--- src/rtl/sync_serial_tx.sv ---
`default_nettype none
// ============================================================================
// Module   : sync_serial_tx
// Purpose  : Parallel-in, serial-out synchronous transmitter. Accepts a
//            WIDTH-bit word over valid/ready and shifts it out one bit at a
//            time, each bit held for DIV clocks, with an optional trailing
//            even-parity bit. sframe marks the frame window and bit_strobe
//            marks the first clock of every serial bit for the receiver.
// Ports    : clk        - single clock, rising edge
//            rst        - asynchronous, active-high reset
//            in_valid   - word offered on in_data
//            in_data    - parallel word to transmit (WIDTH bits)
//            in_ready   - transmitter can accept a word (IDLE)
//            sdata      - serial data
//            sframe     - high while frame bits are on sdata
//            bit_strobe - high on the first clock of each serial bit
//            busy       - frame in progress (SHIFT or DONE)
//            done       - one-clock pulse after the last bit
// Revision : 1.0 - initial release
// ============================================================================
module sync_serial_tx #(
    parameter int WIDTH     = 8,
    parameter int DIV       = 4,
    parameter int MSB_FIRST = 0,
    parameter int PARITY_EN = 0
) (
    input  logic             clk,
    input  logic             rst,
    input  logic             in_valid,
    input  logic [WIDTH-1:0] in_data,
    output logic             in_ready,
    output logic             sdata,
    output logic             sframe,
    output logic             bit_strobe,
    output logic             busy,
    output logic             done
);

    // Frame length in serial bits; WIDTH >= 2 keeps this >= 2.
    localparam int c_NBITS = WIDTH + PARITY_EN;
    localparam int c_BIT_W = $clog2(c_NBITS);
    // A divider of 1 still needs a 1-bit counter to keep widths legal.
    localparam int c_DIV_W = (DIV > 1) ? $clog2(DIV) : 1;

    localparam logic [c_BIT_W-1:0] c_BIT_LAST = c_BIT_W'(c_NBITS - 1);
    localparam logic [c_DIV_W-1:0] c_DIV_LAST = c_DIV_W'(DIV - 1);
    localparam logic [c_DIV_W-1:0] c_DIV_ONE  = c_DIV_W'(1);
    localparam logic [c_BIT_W-1:0] c_BIT_ONE  = c_BIT_W'(1);

    localparam logic [1:0] c_ST_IDLE  = 2'd0;
    localparam logic [1:0] c_ST_SHIFT = 2'd1;
    localparam logic [1:0] c_ST_DONE  = 2'd2;

    // ------------------------------------------------------------------------
    // Registered state
    // ------------------------------------------------------------------------
    logic [1:0]         r_state;
    logic [c_NBITS-1:0] r_shift;
    logic [c_BIT_W-1:0] r_bit_cnt;
    logic [c_DIV_W-1:0] r_div_cnt;
    logic               r_in_ready;
    logic               r_sframe;
    logic               r_bit_strobe;
    logic               r_busy;
    logic               r_done;

    // ------------------------------------------------------------------------
    // Next-state values
    // ------------------------------------------------------------------------
    logic [1:0]         w_state_nxt;
    logic [c_NBITS-1:0] w_shift_nxt;
    logic [c_BIT_W-1:0] w_bit_cnt_nxt;
    logic [c_DIV_W-1:0] w_div_cnt_nxt;
    logic               w_in_ready_nxt;
    logic               w_sframe_nxt;
    logic               w_bit_strobe_nxt;
    logic               w_busy_nxt;
    logic               w_done_nxt;

    // ------------------------------------------------------------------------
    // Frame image in transmit order: bit 0 of w_frame goes out first, so the
    // shifter only ever shifts right regardless of MSB_FIRST. The parity bit,
    // when present, sits at the top and therefore goes out last.
    // ------------------------------------------------------------------------
    logic [c_NBITS-1:0] w_frame;

    genvar gi;
    generate
        for (gi = 0; gi < WIDTH; gi++) begin : g_order
            if (MSB_FIRST != 0) begin : g_msb
                assign w_frame[gi] = in_data[WIDTH-1-gi];
            end else begin : g_lsb
                assign w_frame[gi] = in_data[gi];
            end
        end
        if (PARITY_EN != 0) begin : g_par
            assign w_frame[WIDTH] = ^in_data;
        end
    endgenerate

    // ------------------------------------------------------------------------
    // Next-state / output logic
    // ------------------------------------------------------------------------
    always_comb begin
        w_state_nxt      = r_state;
        w_shift_nxt      = r_shift;
        w_bit_cnt_nxt    = r_bit_cnt;
        w_div_cnt_nxt    = r_div_cnt;
        w_in_ready_nxt   = r_in_ready;
        w_sframe_nxt     = r_sframe;
        w_busy_nxt       = r_busy;
        // Pulses default low and are raised only on the cycle they mark.
        w_bit_strobe_nxt = 1'b0;
        w_done_nxt       = 1'b0;

        case (r_state)
            c_ST_IDLE: begin
                // in_ready is 1 throughout IDLE, so in_valid alone is the
                // handshake here.
                if (in_valid) begin
                    w_state_nxt      = c_ST_SHIFT;
                    w_shift_nxt      = w_frame;
                    w_bit_cnt_nxt    = '0;
                    w_div_cnt_nxt    = '0;
                    w_in_ready_nxt   = 1'b0;
                    w_sframe_nxt     = 1'b1;
                    w_busy_nxt       = 1'b1;
                    w_bit_strobe_nxt = 1'b1;
                end
            end

            c_ST_SHIFT: begin
                if (r_div_cnt == c_DIV_LAST) begin
                    w_div_cnt_nxt = '0;
                    if (r_bit_cnt == c_BIT_LAST) begin
                        // Last clock of the last bit: leave the line low.
                        w_state_nxt  = c_ST_DONE;
                        w_shift_nxt  = '0;
                        w_bit_cnt_nxt = '0;
                        w_sframe_nxt = 1'b0;
                        w_done_nxt   = 1'b1;
                    end else begin
                        w_bit_cnt_nxt    = r_bit_cnt + c_BIT_ONE;
                        w_shift_nxt      = r_shift >> 1;
                        w_bit_strobe_nxt = 1'b1;
                    end
                end else begin
                    w_div_cnt_nxt = r_div_cnt + c_DIV_ONE;
                end
            end

            c_ST_DONE: begin
                w_state_nxt    = c_ST_IDLE;
                w_in_ready_nxt = 1'b1;
                w_busy_nxt     = 1'b0;
            end

            default: begin
                w_state_nxt    = c_ST_IDLE;
                w_shift_nxt    = '0;
                w_bit_cnt_nxt  = '0;
                w_div_cnt_nxt  = '0;
                w_in_ready_nxt = 1'b1;
                w_sframe_nxt   = 1'b0;
                w_busy_nxt     = 1'b0;
            end
        endcase
    end

    // ------------------------------------------------------------------------
    // State register
    // ------------------------------------------------------------------------
    always_ff @(posedge clk or posedge rst) begin
        if (rst) begin
            r_state      <= c_ST_IDLE;
            r_shift      <= '0;
            r_bit_cnt    <= '0;
            r_div_cnt    <= '0;
            r_in_ready   <= 1'b1;
            r_sframe     <= 1'b0;
            r_bit_strobe <= 1'b0;
            r_busy       <= 1'b0;
            r_done       <= 1'b0;
        end else begin
            r_state      <= w_state_nxt;
            r_shift      <= w_shift_nxt;
            r_bit_cnt    <= w_bit_cnt_nxt;
            r_div_cnt    <= w_div_cnt_nxt;
            r_in_ready   <= w_in_ready_nxt;
            r_sframe     <= w_sframe_nxt;
            r_bit_strobe <= w_bit_strobe_nxt;
            r_busy       <= w_busy_nxt;
            r_done       <= w_done_nxt;
        end
    end

    // The shifter is cleared outside SHIFT, so its LSB is directly the line.
    assign sdata      = r_shift[0];
    assign in_ready   = r_in_ready;
    assign sframe     = r_sframe;
    assign bit_strobe = r_bit_strobe;
    assign busy       = r_busy;
    assign done       = r_done;

endmodule
`default_nettype wire

--- config.mk ---
export PLATFORM = sky130hd
export DESIGN_NAME = sync_serial_tx
export DESIGN_NICKNAME = d
export VERILOG_FILES = /design/src/rtl/sync_serial_tx.sv
export SDC_FILE = /design/constraint.sdc
export NUM_CORES = 1
export LEC_CHECK = 0
export ABC_AREA = 1
export CAP_MARGIN = 15
export CORE_MARGIN = 3
export CORE_UTILIZATION = 51
export DETAILED_ROUTE_END_ITERATION = 6
export MAX_ROUTING_LAYER = met4
export PLACE_DENSITY = 0.8
export SLEW_MARGIN = 20
export SYNTH_ARGS = -nofsm -noshare
export SYNTH_HDL_FRONTEND = slang
export SYNTH_SLANG_ARGS = --single-unit
--- constraint.sdc ---
create_clock -name clk -period 1.65 [get_ports clk]
set_input_delay 0.33 -clock clk [delete_from_list [all_inputs] [get_ports clk]]
set_output_delay 0.33 -clock clk [all_outputs]
set_load 0.01 [all_outputs]
## Word-level counts from Yosys, hierarchy flattened

Index checks and enable logic that the tools add are counted.

| storage, ports and cells | value |
|---|---|
| flip-flop bits (word level) | 20 |
| output and inout port bits | 6 |
| word-level logic and storage cells | 55 |
| input port bits | 11 |

| operators by class | value |
|---|---|
| $add $sub $neg | 2 |
| multiplexer cells | 29 |
| reductions and logical operators | 6 |
| eq/ne operators | 7 |
| bitwise operators | 2 |

Operators with widths:

| kind | number |
|---|---|
| $pmux W8 S3 | 1 |
| $mux W8 | 2 |
| $mux W1 | 10 |
| $mux W2 | 5 |
| $mux W3 | 3 |
| $pmux W3 S3 | 1 |
| $mux W7 | 1 |
| $ne A2 B2 Y1 const B | 3 |
| $pmux W1 S2 | 3 |
| $pmux W2 S3 | 1 |
| $reduce_and A3 Y1 | 2 |
| $eq A2 B2 Y1 const B | 2 |
| $pmux W2 S2 | 1 |
| $reduce_and A2 Y1 | 2 |
| $reduce_and A4 Y1 | 1 |
| $add A3 B1 Y3 const B | 1 |
| $eq A3 B3 Y1 const B | 1 |
| $pmux W1 S3 | 1 |
| $add A2 B1 Y2 const B | 1 |
| $eq A2 B1 Y1 const B | 1 |
| $logic_not A2 Y1 | 1 |
| $not A1 Y1 | 2 |

## Logic depth before layout (Yosys ltp)

Gate-level depths: netlist of run 1.

| logic depth | value |
|---|---|
| word-level depth | 4 |
| gate-level depth with buffers | 7 |
| depth with buffers taken out | 7 |

## Least setup slack after synthesis of run 1

Ideal clock, no wire load.

| timing path | value |
|---|---|
| path kind | flip-flop to flip-flop |
| start point | register r_div_cnt[0] |
| end point | register r_shift[0] |
| stages on the path, launching flop included | 8 |
| clock period less this slack | 1.233 ns |
| data required time | 1.534 ns |
| setup time | 0.116 ns |
| path slack | 0.417 ns |
| buffers on the path | 0 |
| arrival time | 1.116 ns |
| cells stage by stage | dfrtp_1 ha_1 inv_1 nand3_2 nand2_4 inv_1 nand2_1 nand2_1 |

| between the ends | value |
|---|---|
| cells in the longest elaborated chain, start to end | 3 |

RTL lines:

| what | RTL line | text |
|---|---|---|
| start, declared | 60 | `logic [c_DIV_W-1:0] r_div_cnt;` |
| start signal, assigned | 188 | `r_div_cnt <= w_div_cnt_nxt;` |
| $eq A2 B2 Y1 | 133 | `if (r_div_cnt == c_DIV_LAST) begin` |
| $ne A2 B2 Y1 (no source line) | n/a |  |
| $reduce_and A3 Y1 (no source line) | n/a |  |
| end signal, assigned | 186 | `r_shift <= w_shift_nxt;` |
| end, declared | 58 | `logic [c_NBITS-1:0] r_shift;` |

Every way passes these cells.
A chain may end at the register's enable or synchronous reset.

## Final worst setup path of run 1

| timing path | value |
|---|---|
| start point | register r_shift[0] |
| end point | output port sdata |

RTL lines:

| what | RTL line | text |
|---|---|---|
| end, declared | 32 | `output logic sdata,` |

No word-level cell between the ends.

==> metrics.md, run 1 <==
| Metric | Value |
|---|---|
| Max Cap Viol | `0` |
| Worst-path clk slew | `0.11 ns` |
| CTS buffer count | `3` |
| Port bufs | `16` |
| Min cycle time layout | `1.541 ns` |
| Total gr overflow | `0` |
| Post-route setup TNS | `0 ns` |
| Synthesized cell area | `1005 um^2` |
| Slowest cell on crit path | `clkdlybuf4s50_1` |
| Number of global-route vias before repair | `782` |
| Initial Util | `a little under three fifths` |
| Die Y | `50.39 um` |
| Reg2reg setup slack | `0.17 ns` |
| Max Clock Skew | `0.004209 ns` |
| Area leader, netlist | `dfrtp_1` |
| Critical path required time | `roughly 1.3 ns` |
| # nets final | `between 150 and 200` |
| Drt first pass iters | `4` |
| HPWL after detailed placement | `1527 um` |
| Most frequent cells in the layout | `nand2_1, dfrtp_1, clkdlybuf4s50_1, nor2_1, inv_1` |
| Die area | `about 2500 um^2` |
| Crit Path Max Fanout | `2` |
| H-tree levels | `1` |
| CTS tree | `yes` |
| Worst-skew pair later-pin latency | `about 0.3 ns` |
| Critical path startpoint category | `flop` |
| Design area | `approximately 1200 um^2` |
| Mapped Cells | `about 130` |
| Total Routing Usage GR | `slightly below 20%` |
| FMAX | `roughly 650 MHz` |
| Tightest Pin Transition | `0.3559 ns` |
| Largest net degree at the start of global routing | `15` |
| DR vias | `822` |
| Area grow syn2layout | `21.79%` |
| Row cnt | `15` |
| RSZ-0062 raised after global routing | `false` |
| Postcts setup bufs | `0` |
| Fill count | `149` |
| Share of layout cells above drive strength 1 | `10.20%` |
| Critical Path Max Stage Delay | `0.54 ns` |
| Detail Route Antenna Nets | `0` |
| Most common cell after layout, fill and taps aside | `nand2_1` |
| Status | `finished, final reports clean` |
| Final Hold Fails | `0` |
| CTS Buffer Depth | `2` |
| Synth top area share | `47.32%` |
| Iter 0 DRT Violations | `15` |
| Gpl congestion | `0.8182` |
| Die Width | `50.39 um` |
| Reg2Reg Depth | `7` |
| Synth top area cells | `dfrtp_1, nand2_1, nor2_1` |
| Synth warn | `0` |
| Slew Limit Fails | `0` |
| Critical-path cell list | `clkdlybuf4s50_1` |
| Delay-heaviest family, CP | `buffers and inverters` |
| CTS Sinks | `20` |
| Total number of cells along the worst setup path | `1` |
| Mean Syn Cell Area | `7.911 um^2` |
| Crit end category | `output pin` |
| Buf/Inv on CP | `1` |
| Pwr/cell area | `1603 nW/um^2` |
| Drt drc | `0` |
| Dpl cell area | `1189 um^2` |
| Ports | `17` |
| Placeable core area | `1802 um^2` |
| First-pass GRT wire length | `3525 um` |
| Routed Wire Length | `between 2000 and 2500 um` |
| Initial antenna violation count | `0` |
| Worst ir drop on vdd | `about 0.82 mV` |
| Vias/cell | `4.779` |
| Final Setup Violations | `0` |
| P_leak | `around 0.66 nW` |
| Share of the yosys chip area belonging to registers | `49.94%` |
| Diodes inserted | `0` |
| Root Buffer Master | `clkbuf_4` |
| Seq cells post-synth | `20` |
| Type of the most critical hold path | `in2async` |
| Synth cell types | `19` |
| Wire length per cell | `between 10 and 15 um` |
| Max-slew headroom | `76.25%` |
| Fin crit share | `about 93%` |
| WP data arrival | `between 1 and 1.5 ns` |
| CP Class | `reg2out` |
| Post-Syn Nets | `142` |
[state kept, by name, summed over array words and instances, names as in the netlist]
signal / count
in_ready: 1
bit_strobe: 1
r_div_cnt: 2
busy: 1
r_state: 2
r_bit_cnt: 3
r_shift: 8
sframe: 1
done: 1
[synthesized netlist by cell type]
cell type	instances
o31ai_1	1
o21ai_2	1
nor3_1	1
o21ai_0	1
nand2_4	2
nor2_4	1
inv_2	2
ha_1	4
nand3_1	4
o21ai_1	2
inv_1	12
dfrtp_1	19
dfstp_2	1
nand2_1	57
nor2_1	14
nand3_2	1
buf_6	2
nand2_2	1
a21oi_1	1
[power by group]
group	switching, mW	internal [mW]
registers	0.111	0.668
logic	0.544	0.351
clock network	0.153	0.135
[per-stage QoR]
step                      total power, mW  setup WS (ns)  std cells  hold slack (ns)  util [%]
after detailed placement            1.692         0.1670        168           0.4645     65.97
after global placement              1.644         0.2022        168           0.4579     65.97
after global routing                2.136       0.009111        172           0.3106     67.92
after CTS                           1.974        0.09849        172           0.2817     67.92
after floorplan                     1.455         0.4174        127           0.2931         -
final                               1.962         0.1092        172           0.2771     67.92
[layer usage]
layer  track usage, %  part of all wire (%)  vias to the layer above
met5                -                     0                        -
met4            12.11                   2.5                        0
met2            30.65                    47                       16
li1                 -                     -                      424
met1            24.04                    47                      377
met3            2.967                   3.8                        5
[timing repair]
item | in CTS | in global routing
endpoints found under the setup margin | 1 | 0
hold buffers | 0 | 0
resized for setup | 1 | 0
hold endpoints to repair | 0 | 0
[final timing paths]
check,startpoint,endpoint
setup reg to reg,r_div_cnt[0],r_shift[3]
min in group clk,busy,busy
hold reg to reg,busy,busy
max in group asynchronous,rst,r_bit_cnt[2]
hold / removal,rst,r_state[1]
setup / recovery,r_shift[0],sdata
[cells by family after synthesis]
group                      after synthesis  share of synthesized area, %
DFF                                     20                         49.94
and+or+nand+nor                         81                         34.00
AOI/OAI and AO/OA                        6                         3.611
buffers and inverters                   16                         7.472
adders and majority gates                4                         4.982
[layout make-up]
| class | instances | area [um^2] | share of cell area [%] |
|---|---|---|---|
| inverters | 14 | 52.55 | 4.294 |
| repair buffers | 18 | 173.9 | 14.21 |
| clock buffers | 4 | 36.28 | 2.965 |
| multi-input cells | 91 | 427.9 | 34.97 |
| flip-flops and latches | 20 | 501.7 | 41.00 |
| well taps | 25 | 31.28 | 2.556 |
Note: power is estimated with default switching activity, not from simulation.
==> run 2, diff against run 1 <==
Settings changed: CTS_CLUSTER_SIZE from default to 28.
==> results of run 2 <==
Final layout, timing and power as in run 1 (identical DEF).
==> run 3, diff against run 2 <==
Settings changed: CORE_MARGIN 3 to 4, SETUP_SLACK_MARGIN from default to 0.05.
==> metrics.md, run 3 (synthesis gave the netlist of run 1 again) <==
| Metric | Value |
|---|---|
| Status | `finished, final reports clean` |
| Port bufs | `16 (unchanged)` |
| Setup slack at placement | `0.1454 ns (-0.02159 ns)` |
| Iter 0 DRT Violations | `24 (+9)` |
| Slowest cell on crit path | `clkdlybuf4s50_1` |
| Most frequent cells in the layout | `nand2_1, dfrtp_1, clkdlybuf4s50_1, nor2_1, inv_1` |
| Type of the most critical hold path | `in2async` |
| Total Routing Usage GR | `17.38% (-2.3 points)` |
| Die Width | `52.39 um (+4.0%)` |
| Max Clock Skew | `0.006328 ns (+0.002119 ns)` |
| RSZ-0062 raised after global routing | `false` |
| Max Cap Viol | `0 (unchanged)` |
| Critical path required time | `1.32 ns (about the same)` |
| Diodes inserted | `0 (unchanged)` |
| CTS Hold Buffers Added | `0 (unchanged)` |
| Top reg by flops | `r_shift` |
| Number of global-route vias before repair | `809 (+3.5%)` |
| CTS buffer count | `3 (unchanged)` |
| Largest registers | `r_shift x8, r_bit_cnt x3` |
| Fin util | `69.65% (+1.7 points)` |
| HPWL after detailed placement | `1563 um (+2.3%)` |
| Min cycle time layout | `1.557 ns (+0.01674 ns)` |
| Reg2reg start | `r_div_cnt[0]` |
| Post-route setup TNS | `0 ns (unchanged)` |
| CTS tree | `yes` |
| Fill count | `156 (+4.7%)` |
| Critical-path cell list | `clkdlybuf4s50_1` |
| Worst-skew pair later-pin latency | `0.31 ns (about the same)` |
| Die Y | `52.39 um (+4.0%)` |
| Worst ir drop on vdd | `1.180 mV (+43%)` |
| CTS Sinks | `20 (unchanged)` |
| Routed Wire Length | `2174 um (+6.2%)` |
| H-tree levels | `1 (unchanged)` |
| Reg area | `501.7 um^2 (unchanged)` |
| Largest register FFs | `8 (unchanged)` |
| WP data arrival | `1.23 ns (+0.02 ns)` |
| Area grow syn2layout | `24.91%` |
| Delay-heaviest family, CP | `buffers and inverters` |
| Die area | `2744 um^2 (+8.1%)` |
| Drt drc | `0 (unchanged)` |
| Pwr/cell area | `1646 nW/um^2 (+2.7%)` |
| Crit Path Max Fanout | `2 (unchanged)` |
| Ports | `17 (unchanged)` |
| Slew Limit Fails | `0 (unchanged)` |
| Tightest Pin Transition | `0.3089 ns (-0.04692 ns)` |
| DR vias | `884 (+7.5%)` |
| CTS Buffer Depth | `2 (unchanged)` |
| Setup ws final | `0.09250 ns (-0.01674 ns)` |
| Vias/cell | `4.994 (+4.5%)` |
| Root Buffer Master | `clkbuf_4` |
| Share of layout cells above drive strength 1 | `13.82% (+3.6 points)` |
| P_leak | `0.6739 nW (+1.4%)` |
| CP Class | `reg2out` |
| Reg2Reg Depth | `7 (unchanged)` |
| Placeable core area | `1802 um^2 (unchanged)` |
| Initial antenna violation count | `0 (unchanged)` |
| # nets final | `168 (+3.1%)` |
| Detail Route Antenna Nets | `0 (unchanged)` |
| Multi-input logic area | `427.9 um^2 (unchanged)` |
| Total gr overflow | `0 (unchanged)` |
| Drt first pass iters | `4 (unchanged)` |
| Critical path startpoint category | `flop` |
| Fin crit share | `94.39% (+1.0 points)` |
| Reg-to-reg endpoint | `r_shift[0]` |
| Worst-path clk slew | `0.11 ns (about the same)` |
| First-pass GRT wire length | `3415 um (-3.1%)` |
| Row cnt | `15 (unchanged)` |
| Reg2reg setup slack | `0.18 ns (about the same)` |
| Critical Path Max Stage Delay | `0.54 ns (about the same)` |
| Final Setup Violations | `0 (unchanged)` |
| Buf/Inv on CP | `1 (unchanged)` |
| Largest net degree at the start of global routing | `15 (unchanged)` |
| Max-slew headroom | `79.35% (+3.1 points)` |
| Crit end category | `output pin` |
| FMAX | `642.1 MHz (-1.1%)` |
| Final Hold Fails | `0 (unchanged)` |
| Most common cell after layout, fill and taps aside | `nand2_1` |
| Wire length per cell | `12.28 um (+3.2%)` |
| Initial Util | `55.76% (unchanged)` |
| Gpl congestion | `0.8460 (+3.4%)` |
## run 3: cell count changes in the layout (fill, tap and decap cells not counted)
cell	change
buf_4	+5
clkbuf_8	-1
inv_2	+1
clkbuf_1	+1
inv_1	-2
clkinvlp_4	+1
## run 3: worst max-delay path by stage
stage | depth (start not counted) | from | slack [ns] | endpoint
after floorplan | 7 | r_div_cnt[0] | 0.42 | r_shift[0]
final | 1 | r_shift[0] | 0.09 | sdata
after CTS | 1 | r_shift[0] | 0.09 | sdata
after global placement | 7 | in_valid | 0.20 | r_shift[3]
after global routing | 1 | busy | 0.07 | busy
after detailed placement | 7 | in_valid | 0.15 | r_shift[0]
## run 3: power breakdown
group          internal [mW]  leakage [nW]  switching [mW]
Combinational          0.442         0.406           0.598
Sequential             0.668         0.253           0.112
Clock                 0.0944        0.0150           0.151
## run 3: stage by stage
step                      instances  power (mW)  instance area [um^2]  hold WS, ns
after floorplan                 127       1.455                  1005       0.2931
after global placement          169       1.642                  1196       0.4586
after detailed placement        169       1.694                  1196       0.4649
after CTS                       173       1.929                  1221       0.1920
after global routing            177       2.227                  1255       0.1982
final                           177       2.065                  1255       0.1968
## run 3: final cells by class
class | count | area share (%)
multi-input cells | 91 | 34.10
flip-flops and latches | 20 | 39.98
inverters | 14 | 4.487
clock buffers | 4 | 2.094
repair buffers | 23 | 16.85
well taps | 25 | 2.493
## run 3: routing by layer
metal | up-vias | GRT usage [%] | share of wire (%)
li1 | 435 | - | -
met1 | 419 | 21.16 | 43
met2 | 24 | 27.27 | 50
met3 | 6 | 2.849 | 4.3
met4 | 0 | 9.787 | 2.8
met5 | - | - | 0
## run 3: repair_timing
item | 4_1_cts | 5_1_grt
pin swaps | 0 | 1
gates resized for setup | 1 | 2
setup buffers | 0 | 4
endpoints found under the setup margin | 1 | 3
